$ cat config.mk
export PLATFORM = sky130hd
export DESIGN_NAME = seg7_reader_flat
export DESIGN_NICKNAME = d
export VERILOG_FILES = /design/src/rtl/seg7_reader_if.sv /design/src/rtl/seg7_reader.sv /design/src/flat_wrapper.sv
export SDC_FILE = /design/constraint.sdc
export NUM_CORES = 1
export LEC_CHECK = 0
export ABC_AREA = 0
export CORE_UTILIZATION = 45
export CTS_CLUSTER_DIAMETER = 80
export DETAILED_ROUTE_END_ITERATION = 8
export MAX_ROUTING_LAYER = met4
export PLACE_DENSITY_LB_ADDON = 0.05
export SLEW_MARGIN = 10
export SYNTH_ARGS = -nofsm -noshare
export SYNTH_HDL_FRONTEND = slang
export SYNTH_SLANG_ARGS = --single-unit
$ cat constraint.sdc
create_clock -name clk_2 -period 3.7 [get_ports clk_2]
set_input_delay 0.74 -clock clk_2 [delete_from_list [all_inputs] [get_ports clk_2]]
set_output_delay 0.74 -clock clk_2 [all_outputs]
set_load 0.01 [all_outputs]
$ cat src/rtl/seg7_reader_if.sv
// Result channel of the segment reader: decoded code/class/dp with valid/ready.
// master drives the result; slave consumes it and returns ready.
interface seg7_reader_if;
    logic       out_valid;
    logic       out_ready;
    logic [3:0] out_code;
    logic [1:0] out_kind;
    logic       out_dp;

    modport master (
        output out_valid,
        output out_code,
        output out_kind,
        output out_dp,
        input  out_ready
    );

    modport slave (
        input  out_valid,
        input  out_code,
        input  out_kind,
        input  out_dp,
        output out_ready
    );
endinterface

$ cat src/rtl/seg7_reader.sv
// Purpose: filter a 7-segment bus for stability, decode it, buffer one result.
// Latency: out_valid rises the cycle after a pattern's STABLE_CYCLES+1th sample.
// Backpressure: one-entry buffer; accepts arriving while full are dropped and counted.
module seg7_reader #(
    parameter int STABLE_CYCLES = 4,
    parameter int DROP_W        = 8
) (
    input  logic              clk_2,
    input  logic              reset,
    input  logic [7:0]        seg_in,
    seg7_reader_if.master     out_if,
    output logic              overrun,
    output logic [DROP_W-1:0] drop_cnt
);

    typedef struct packed {
        logic [3:0] code;
        logic [1:0] kind;
        logic       dp;
    } result_t;

    typedef enum logic {
        IDLE = 1'b0,
        HOLD = 1'b1
    } state_t;

    localparam logic [7:0] STABLE_MAX = 8'(STABLE_CYCLES);
    localparam logic [7:0] STABLE_M1  = 8'(STABLE_CYCLES - 1);

    logic [7:0] seg_q;
    logic [7:0] cnt;
    logic       seg_same;
    logic       accept;
    result_t    dec;
    result_t    res_q;
    state_t     state;
    logic       valid_q;

    assign seg_same = (seg_in == seg_q);
    // cnt passes STABLE_M1 only once per run, so each stable run accepts once.
    assign accept   = seg_same && (cnt == STABLE_M1) &&
                      ((seg_in[6:0] != 7'h00) || seg_in[7]);

    always_ff @(posedge clk_2) begin
        if (reset) begin
            seg_q <= 8'h00;
            cnt   <= 8'h00;
        end else begin
            seg_q <= seg_in;
            if (!seg_same) begin
                cnt <= 8'h00;
            end else if (cnt < STABLE_MAX) begin
                cnt <= cnt + 8'h01;
            end
        end
    end

    always_comb begin
        dec.code = 4'h0;
        dec.kind = 2'd3;
        dec.dp   = 1'b0;
        case (seg_in[6:0])
            7'h3F: begin dec.code = 4'h0; dec.kind = 2'd0; end
            7'h06: begin dec.code = 4'h1; dec.kind = 2'd0; end
            7'h5B: begin dec.code = 4'h2; dec.kind = 2'd0; end
            7'h4F: begin dec.code = 4'h3; dec.kind = 2'd0; end
            7'h66: begin dec.code = 4'h4; dec.kind = 2'd0; end
            7'h6D: begin dec.code = 4'h5; dec.kind = 2'd0; end
            7'h7D: begin dec.code = 4'h6; dec.kind = 2'd0; end
            7'h07: begin dec.code = 4'h7; dec.kind = 2'd0; end
            7'h7F: begin dec.code = 4'h8; dec.kind = 2'd0; end
            7'h67: begin dec.code = 4'h9; dec.kind = 2'd0; end
            7'h77: begin dec.code = 4'hA; dec.kind = 2'd1; end
            7'h73: begin dec.code = 4'hB; dec.kind = 2'd1; end
            7'h71: begin dec.code = 4'hF; dec.kind = 2'd1; end
            default: begin dec.code = 4'h0; dec.kind = 2'd3; end
        endcase
        if (dec.kind != 2'd3) begin
            dec.dp = seg_in[7];
        end else if (seg_in == 8'h80) begin
            dec.kind = 2'd2;
        end
    end

    always_ff @(posedge clk_2) begin
        if (reset) begin
            state    <= IDLE;
            valid_q  <= 1'b0;
            res_q    <= '0;
            overrun  <= 1'b0;
            drop_cnt <= '0;
        end else begin
            case (state)
                IDLE: begin
                    if (accept) begin
                        res_q   <= dec;
                        valid_q <= 1'b1;
                        state   <= HOLD;
                    end
                end
                HOLD: begin
                    if (out_if.out_ready) begin
                        if (accept) begin
                            res_q <= dec;
                        end else begin
                            valid_q <= 1'b0;
                            state   <= IDLE;
                        end
                    end else if (accept) begin
                        // Buffered result wins; the newcomer is only counted.
                        overrun <= 1'b1;
                        if (drop_cnt != '1) begin
                            drop_cnt <= drop_cnt + 1'b1;
                        end
                    end
                end
                default: begin
                    state   <= IDLE;
                    valid_q <= 1'b0;
                end
            endcase
        end
    end

    assign out_if.out_valid = valid_q;
    assign out_if.out_code  = res_q.code;
    assign out_if.out_kind  = res_q.kind;
    assign out_if.out_dp    = res_q.dp;

endmodule

$ cat src/flat_wrapper.sv
// flat-port wrapper written by rule: the top's interface ports become plain ports
module seg7_reader_flat 
#(
    parameter int STABLE_CYCLES = 4,
    parameter int DROP_W        = 8
)
  (clk_2, reset, seg_in, overrun, drop_cnt, out_if_out_valid, out_if_out_code, out_if_out_kind, out_if_out_dp, out_if_out_ready);
  seg7_reader_if out_if_i ();
  input  logic clk_2;
  input  logic reset;
  input  logic [7:0] seg_in;
  output logic overrun;
  output logic [DROP_W-1:0] drop_cnt;
  output wire logic [$bits(out_if_i.out_valid)-1:0] out_if_out_valid;
  output wire logic [$bits(out_if_i.out_code)-1:0] out_if_out_code;
  output wire logic [$bits(out_if_i.out_kind)-1:0] out_if_out_kind;
  output wire logic [$bits(out_if_i.out_dp)-1:0] out_if_out_dp;
  input wire logic [$bits(out_if_i.out_ready)-1:0] out_if_out_ready;
  assign out_if_out_valid = out_if_i.out_valid;
  assign out_if_out_code = out_if_i.out_code;
  assign out_if_out_kind = out_if_i.out_kind;
  assign out_if_out_dp = out_if_i.out_dp;
  assign out_if_i.out_ready = out_if_out_ready;
  seg7_reader #(.STABLE_CYCLES(STABLE_CYCLES), .DROP_W(DROP_W)) u_core (.clk_2(clk_2), .reset(reset), .seg_in(seg_in), .out_if(out_if_i), .overrun(overrun), .drop_cnt(drop_cnt));
endmodule
# After elaboration in Yosys (flattened, before gate mapping)
# Cells that the tools add are included.
[classes]
addsub = 2
order_cmp = 1
eq_ne = 21
n_mux = 14
bitwise = 3
reduce_logical = 8
[op_table]
columns = ["operator", "n"]
rows = [
  ["6-bit case mux with 13 select lines", 1],
  ["7-bit == test (second input constant)", 10],
  ["8-bit by 1-bit adder with 8-bit output (second input constant)", 2],
  ["7-bit by 3-bit == test with 1-bit output (second input constant)", 2],
  ["7-bit two-way mux", 2],
  ["7-bit case mux with 2 select lines", 1],
  ["8-bit by 2-bit == test with 1-bit output (second input constant)", 1],
  ["8-bit == test", 1],
  ["8-bit == test (second input constant)", 1],
  ["8-bit by 3-bit less-than comparator with 1-bit output (second input constant)", 1],
  ["8-bit != test (second input constant)", 1],
  ["7-bit by 6-bit == test with 1-bit output (second input constant)", 1],
  ["7-bit nonzero test", 1],
  ["1-bit two-way mux", 6],
  ["2-bit != test (second input constant)", 3],
  ["3-bit AND reduction", 2],
  ["2-bit two-way mux", 2],
  ["1-bit case mux with 2 select lines", 2],
  ["4-bit AND reduction", 1],
  ["1-bit NOT", 3],
  ["1-bit logical AND", 2],
  ["2-bit by 1-bit != test with 1-bit output (second input constant)", 1],
  ["2-bit OR reduction", 1],
  ["1-bit logical OR", 1],
]
[word_totals]
reg_bits = 34
input_bits = 11
out_inout_bits = 17
wordCells = 58

# Depth between registers and ports, before layout
[logic_depth]
ltp_word = 7
mapped_depth = 10
mapped_depth_nobuf = 10

# Worst setup path after synthesis
# OpenSTA, ideal clock, no wires.
[synth_timing]
path_type = "input to register"
from = "in seg_in[2]"
to = "reg u_core.drop_cnt[7]"
setup_time_ns = 0.071
arrival_ns = 2.871
t_required_ns = 3.629
slack_ns = 0.758
stages = 10
n_path_buf = 1
cell_sequence = "clkbuf_1 -> xnor2_1 -> nand4_1 -> nor4_2 -> ha_1 -> nand2b_1 -> a41oi_2 -> nand3_1 -> or3_1 -> a21oi_1"
[synth_via]
elab_chain_len = 4
elab_cells_between_ends = 6
classes_between = "eq/ne (1); reduce/logical (5)"
[synth_lines]
columns = ["item", "line", "source"]
rows = [
  ["start, declared", "flat_wrapper.sv:11", "input logic [7:0] seg_in;"],
  ["8-bit == test or 7-bit nonzero test (tied branches)", "seg7_reader.sv:39, seg7_reader.sv:42", ""],
  ["1-bit logical AND or 1-bit logical OR (tied branches)", "seg7_reader.sv:41, seg7_reader.sv:42", ""],
  ["1-bit logical AND *", "seg7_reader.sv:41", "assign accept = seg_same && (cnt == STABLE_M1) &&"],
  ["4-bit AND reduction (no line) *", "--", ""],
  ["end signal, assigned", "seg7_reader.sv:113", "drop_cnt <= drop_cnt + 1'b1;"],
  ["end, declared", "seg7_reader.sv:13", "output logic [DROP_W-1:0] drop_cnt"],
]
# Every way passes the cells marked *; elsewhere a longest branch is shown, timed or not.
# A chain may end at the register's enable or synchronous reset.

# Final worst setup path
[layout_timing]
from = "in seg_in[4]"
to = "reg u_core.drop_cnt[7]"
# The elaborated chain is that of the path after synthesis.

==> flow_metrics.env <==
export IMPL_outcome="complete, no violations"
export IMPL_synthDistinctLibCells=47
export IMPL_cts_max_level=2
export IMPL_tns_ps=0
export IMPL_clkPwrFrac=0.395
export IMPL_rrSetupSlack_ps=870
export IMPL_p_seq_frac=0.510
export IMPL_drc=0
export IMPL_grt_overflow=0
export IMPL_postSynthCellCount=194
export IMPL_clock_latency_ps=290
export IMPL_dieArea_mm2=0.004049
export IMPL_core_mm2=0.003661
export IMPL_power_density_mw_per_mm2=338.4
export IMPL_period_minus_slack_ps=3057
export IMPL_r2r_end="u_core.drop_cnt[7]"
export IMPL_placedCellCount=267
export IMPL_clk_pin_slew_worst_paths_ps=70
export IMPL_avgSynthCellArea_um2=8.810
export IMPL_cp_slowest_cell="clkdlybuf4s50_1"
export IMPL_initialDrtViolationCount=93
export IMPL_peakVddDrop_mv=0.1960
export IMPL_syn_cell_area_mm2=0.001709
export IMPL_yosysSeqAreaShare=0.3982
export IMPL_fmax_mhz=327.1
export IMPL_start_util=0.4668
export IMPL_power_frac_comb=0.095
export IMPL_synth_async_reset_ratio=0
export IMPL_grt_pass1_vias=1359
export IMPL_cts_sinks=34
export IMPL_rsz0062_at_grt="false"
export IMPL_ant_nets=0
export IMPL_drt_pass1_iter_count=4
export IMPL_hold_worst_slack_ps=474.0
export IMPL_reg2reg_depth=9
export IMPL_yosys_warnings=0
export IMPL_fin_cells=275
export IMPL_cts_root_buf="clkbuf_8"
export IMPL_worst_pin_slew_ps=516.8
export IMPL_fin_total_pwr_uw=729.9
export IMPL_gr_usage_met1=0.2353
export IMPL_hold_violations=0
export IMPL_cp_endpoint="u_core.drop_cnt[7]"
export IMPL_worst_clock_skew_ps=5.919
export IMPL_fin_nets=240
export IMPL_maxCapViolCount=0
export IMPL_synth_seq_cells=34
export IMPL_io_buffers=27
export IMPL_chipWidth_um=63.63
export IMPL_area_growth_pct=26.21
export IMPL_synth_ff_type="dfxtp_1"
export IMPL_synth_edf_count=0
export IMPL_internal_power_uw=553.2
export IMPL_via_count=1481
export IMPL_slowest_delay_ps=510
export IMPL_clockBufferDepth=2
export IMPL_cts_tree="built"
export IMPL_synth_area_top_cells="dfxtp_1 (40%), xnor2_1 (5.6%), nor2_1 (4.8%)"
export IMPL_swShare=0.2421
export IMPL_syn_num_nets=208
export IMPL_grtUsageMet3=0.05978
export IMPL_route_detailed_wl_per_inst_um=12.92
export IMPL_r2r_start="u_core.cnt[2]"
export IMPL_path_max_fanout=7
export IMPL_drive_gt1_frac=0.1366
export IMPL_grt_max_degree=24
export IMPL_yosysTopAreaCell="dfxtp_1"
export IMPL_avgViaCountPerCell=5.385
export IMPL_hp_class="reg -> reg"
export IMPL_dp_hpwl_um=2599
export IMPL_antennaDiodeCount=0
export IMPL_synth_top_area_frac=0.3982
export IMPL_grt_use_total=0.2065
export IMPL_ctsHoldBuffers=0
export IMPL_io_pins=28
export IMPL_fin_crit_sh=0.8262
export IMPL_startpoint_type="input port"
export IMPL_worstSetupPathType="in -> reg"
export IMPL_worstPathRequired_ps=3930
export IMPL_final_util=0.5892
export IMPL_crit_chain="clkdlybuf4s50_1 > xnor2_1 > nand4_1 > nor4_2 > ha_1 > nand2b_1 > a41oi_2 > nand3_1 > or3_1 > a21oi_1"
export IMPL_postCtsSetupBuffers=0
export IMPL_routed_wl_um=3554
export IMPL_grt_pass1_wl_um=6230
export IMPL_cts_buffers=5
export IMPL_arrival_ps=3290
export IMPL_grtUsageMet2=0.3324
export IMPL_row_count=22
export IMPL_cts_resized=0
export IMPL_die_y_um=63.63
export IMPL_busiest_layer="met2"
export IMPL_switchingPower_uw=176.7
export IMPL_crit_start="seg_in[4]"
export IMPL_endpoint_kind="flop"
export IMPL_place_congestion=0.9130
export IMPL_leakagePower_uw=0.0007787
export IMPL_setup_viol=0
export IMPL_slew_viol_final=0
export IMPL_max_slew_margin=0.6540
export IMPL_antenna_found_initial=0
-- area by class of cell --
cell class                 instances  area (um^2)
clock buffer                       6        82.58
multi-input combinational        144        960.9
fill                             350         1504
clock inverter                     2        12.51
timing repair buffer              37        345.3
sequential                        34        680.7
inverter                           4        15.01
tap                               48        60.06
-- placed cells by master (no fill, tap or decap), drive strengths merged, types with 6 or more instances in the layout --
cell type,n
nor3,8
nand2b,7
xnor2,11
nor2,23
a21oi,7
buf,10
nor2b,9
dfxtp,34
nand2,10
clkdlybuf4s50,27
nand4,6
clkbuf,6
-- state kept, by name, indices dropped and copies added (netlist names) --
| register | count |
|---|---|
| u_core.out_if.out_code | 4 |
| u_core.out_if.out_valid | 1 |
| u_core.drop_cnt | 8 |
| u_core.out_if.out_dp | 1 |
| u_core.state | 1 |
| u_core.cnt | 8 |
| u_core.seg_q | 8 |
| u_core.overrun | 1 |
| u_core.out_if.out_kind | 2 |
-- stage by stage --
stage,instance area [um^2],worst slack [ps]
global route,2157,424.0
floorplan,1709,757.7
finish,2157,643.0
CTS,2157,642.1
detailed placement,2062,331.7
global placement,2062,369.5
-- synth_stat cells, types with 2 or more instances --
cell,number
nand3_1,5
mux2i_1,4
clkbuf_1,9
a211oi_1,2
nand3b_1,3
nor3_1,8
and3_1,2
xor2_1,4
ha_1,3
o21ai_0,3
nand4_1,6
nor4_1,3
nand2_1,10
dfxtp_1,34
inv_1,4
and2_1,5
a31oi_1,2
nand2b_1,7
o21bai_1,2
nor4_2,2
xnor2_1,11
nor2_1,22
buf_1,2
a21oi_1,7
nor2b_1,9
o22ai_1,2
or3_1,3
-- cell families (layout without fill, tap and decap cells) --
group                    count (synthesis)  in the layout  synth area share
adder cells (fa/ha/maj)                  3              3           0.02196
flip-flops                              34             34            0.3982
AO/OA/AOI/OAI                           25             25            0.1039
buffers and inverters                   16             49           0.03953
XOR/XNOR                                15             15           0.07686
AND/OR/NAND/NOR                         97             97            0.3360
multiplexers                             4              4           0.02343
-- layer usage --
layer | vias up | routed length [um] | share of wire
li1 | 745 | - | -
met1 | 689 | 1586 | 0.45
met2 | 37 | 1717 | 0.48
met3 | 10 | 162 | 0.046
met4 | 0 | 89 | 0.025
met5 | - | 0 | 0
-- how the worst min path moves through the flow --
stage	endpoint	from	depth (start not counted)
after floorplan	u_core.cnt[5]	u_core.cnt[5]	1
after global placement	u_core.cnt[3]	u_core.cnt[3]	1
after detailed placement	u_core.cnt[3]	u_core.cnt[3]	1
after CTS	u_core.cnt[3]	u_core.cnt[3]	1
after global routing	u_core.cnt[4]	u_core.cnt[4]	1
final	u_core.cnt[4]	u_core.cnt[4]	1
-- power groups by stage --
stage | sequential (uW) | combinational [uW] | clock, uW
floorplan | 381 | 42.0 | 0
global placement | 381 | 68.9 | 0
detailed placement | 381 | 69.1 | 0
CTS | 372 | 69.3 | 300
global route | 373 | 76.5 | 314
finish | 373 | 69.1 | 288
-- worst max-delay path, delay by kind of cell --
family / cells / cell delay [ps]
AND/OR/NAND/NOR: 5 / 1220
buffers and inverters: 1 / 510
AO/OA/AOI/OAI: 2 / 480
adder cells (fa/ha/maj): 1 / 200
XOR/XNOR: 1 / 130
(Power assumes the default switching activity.)
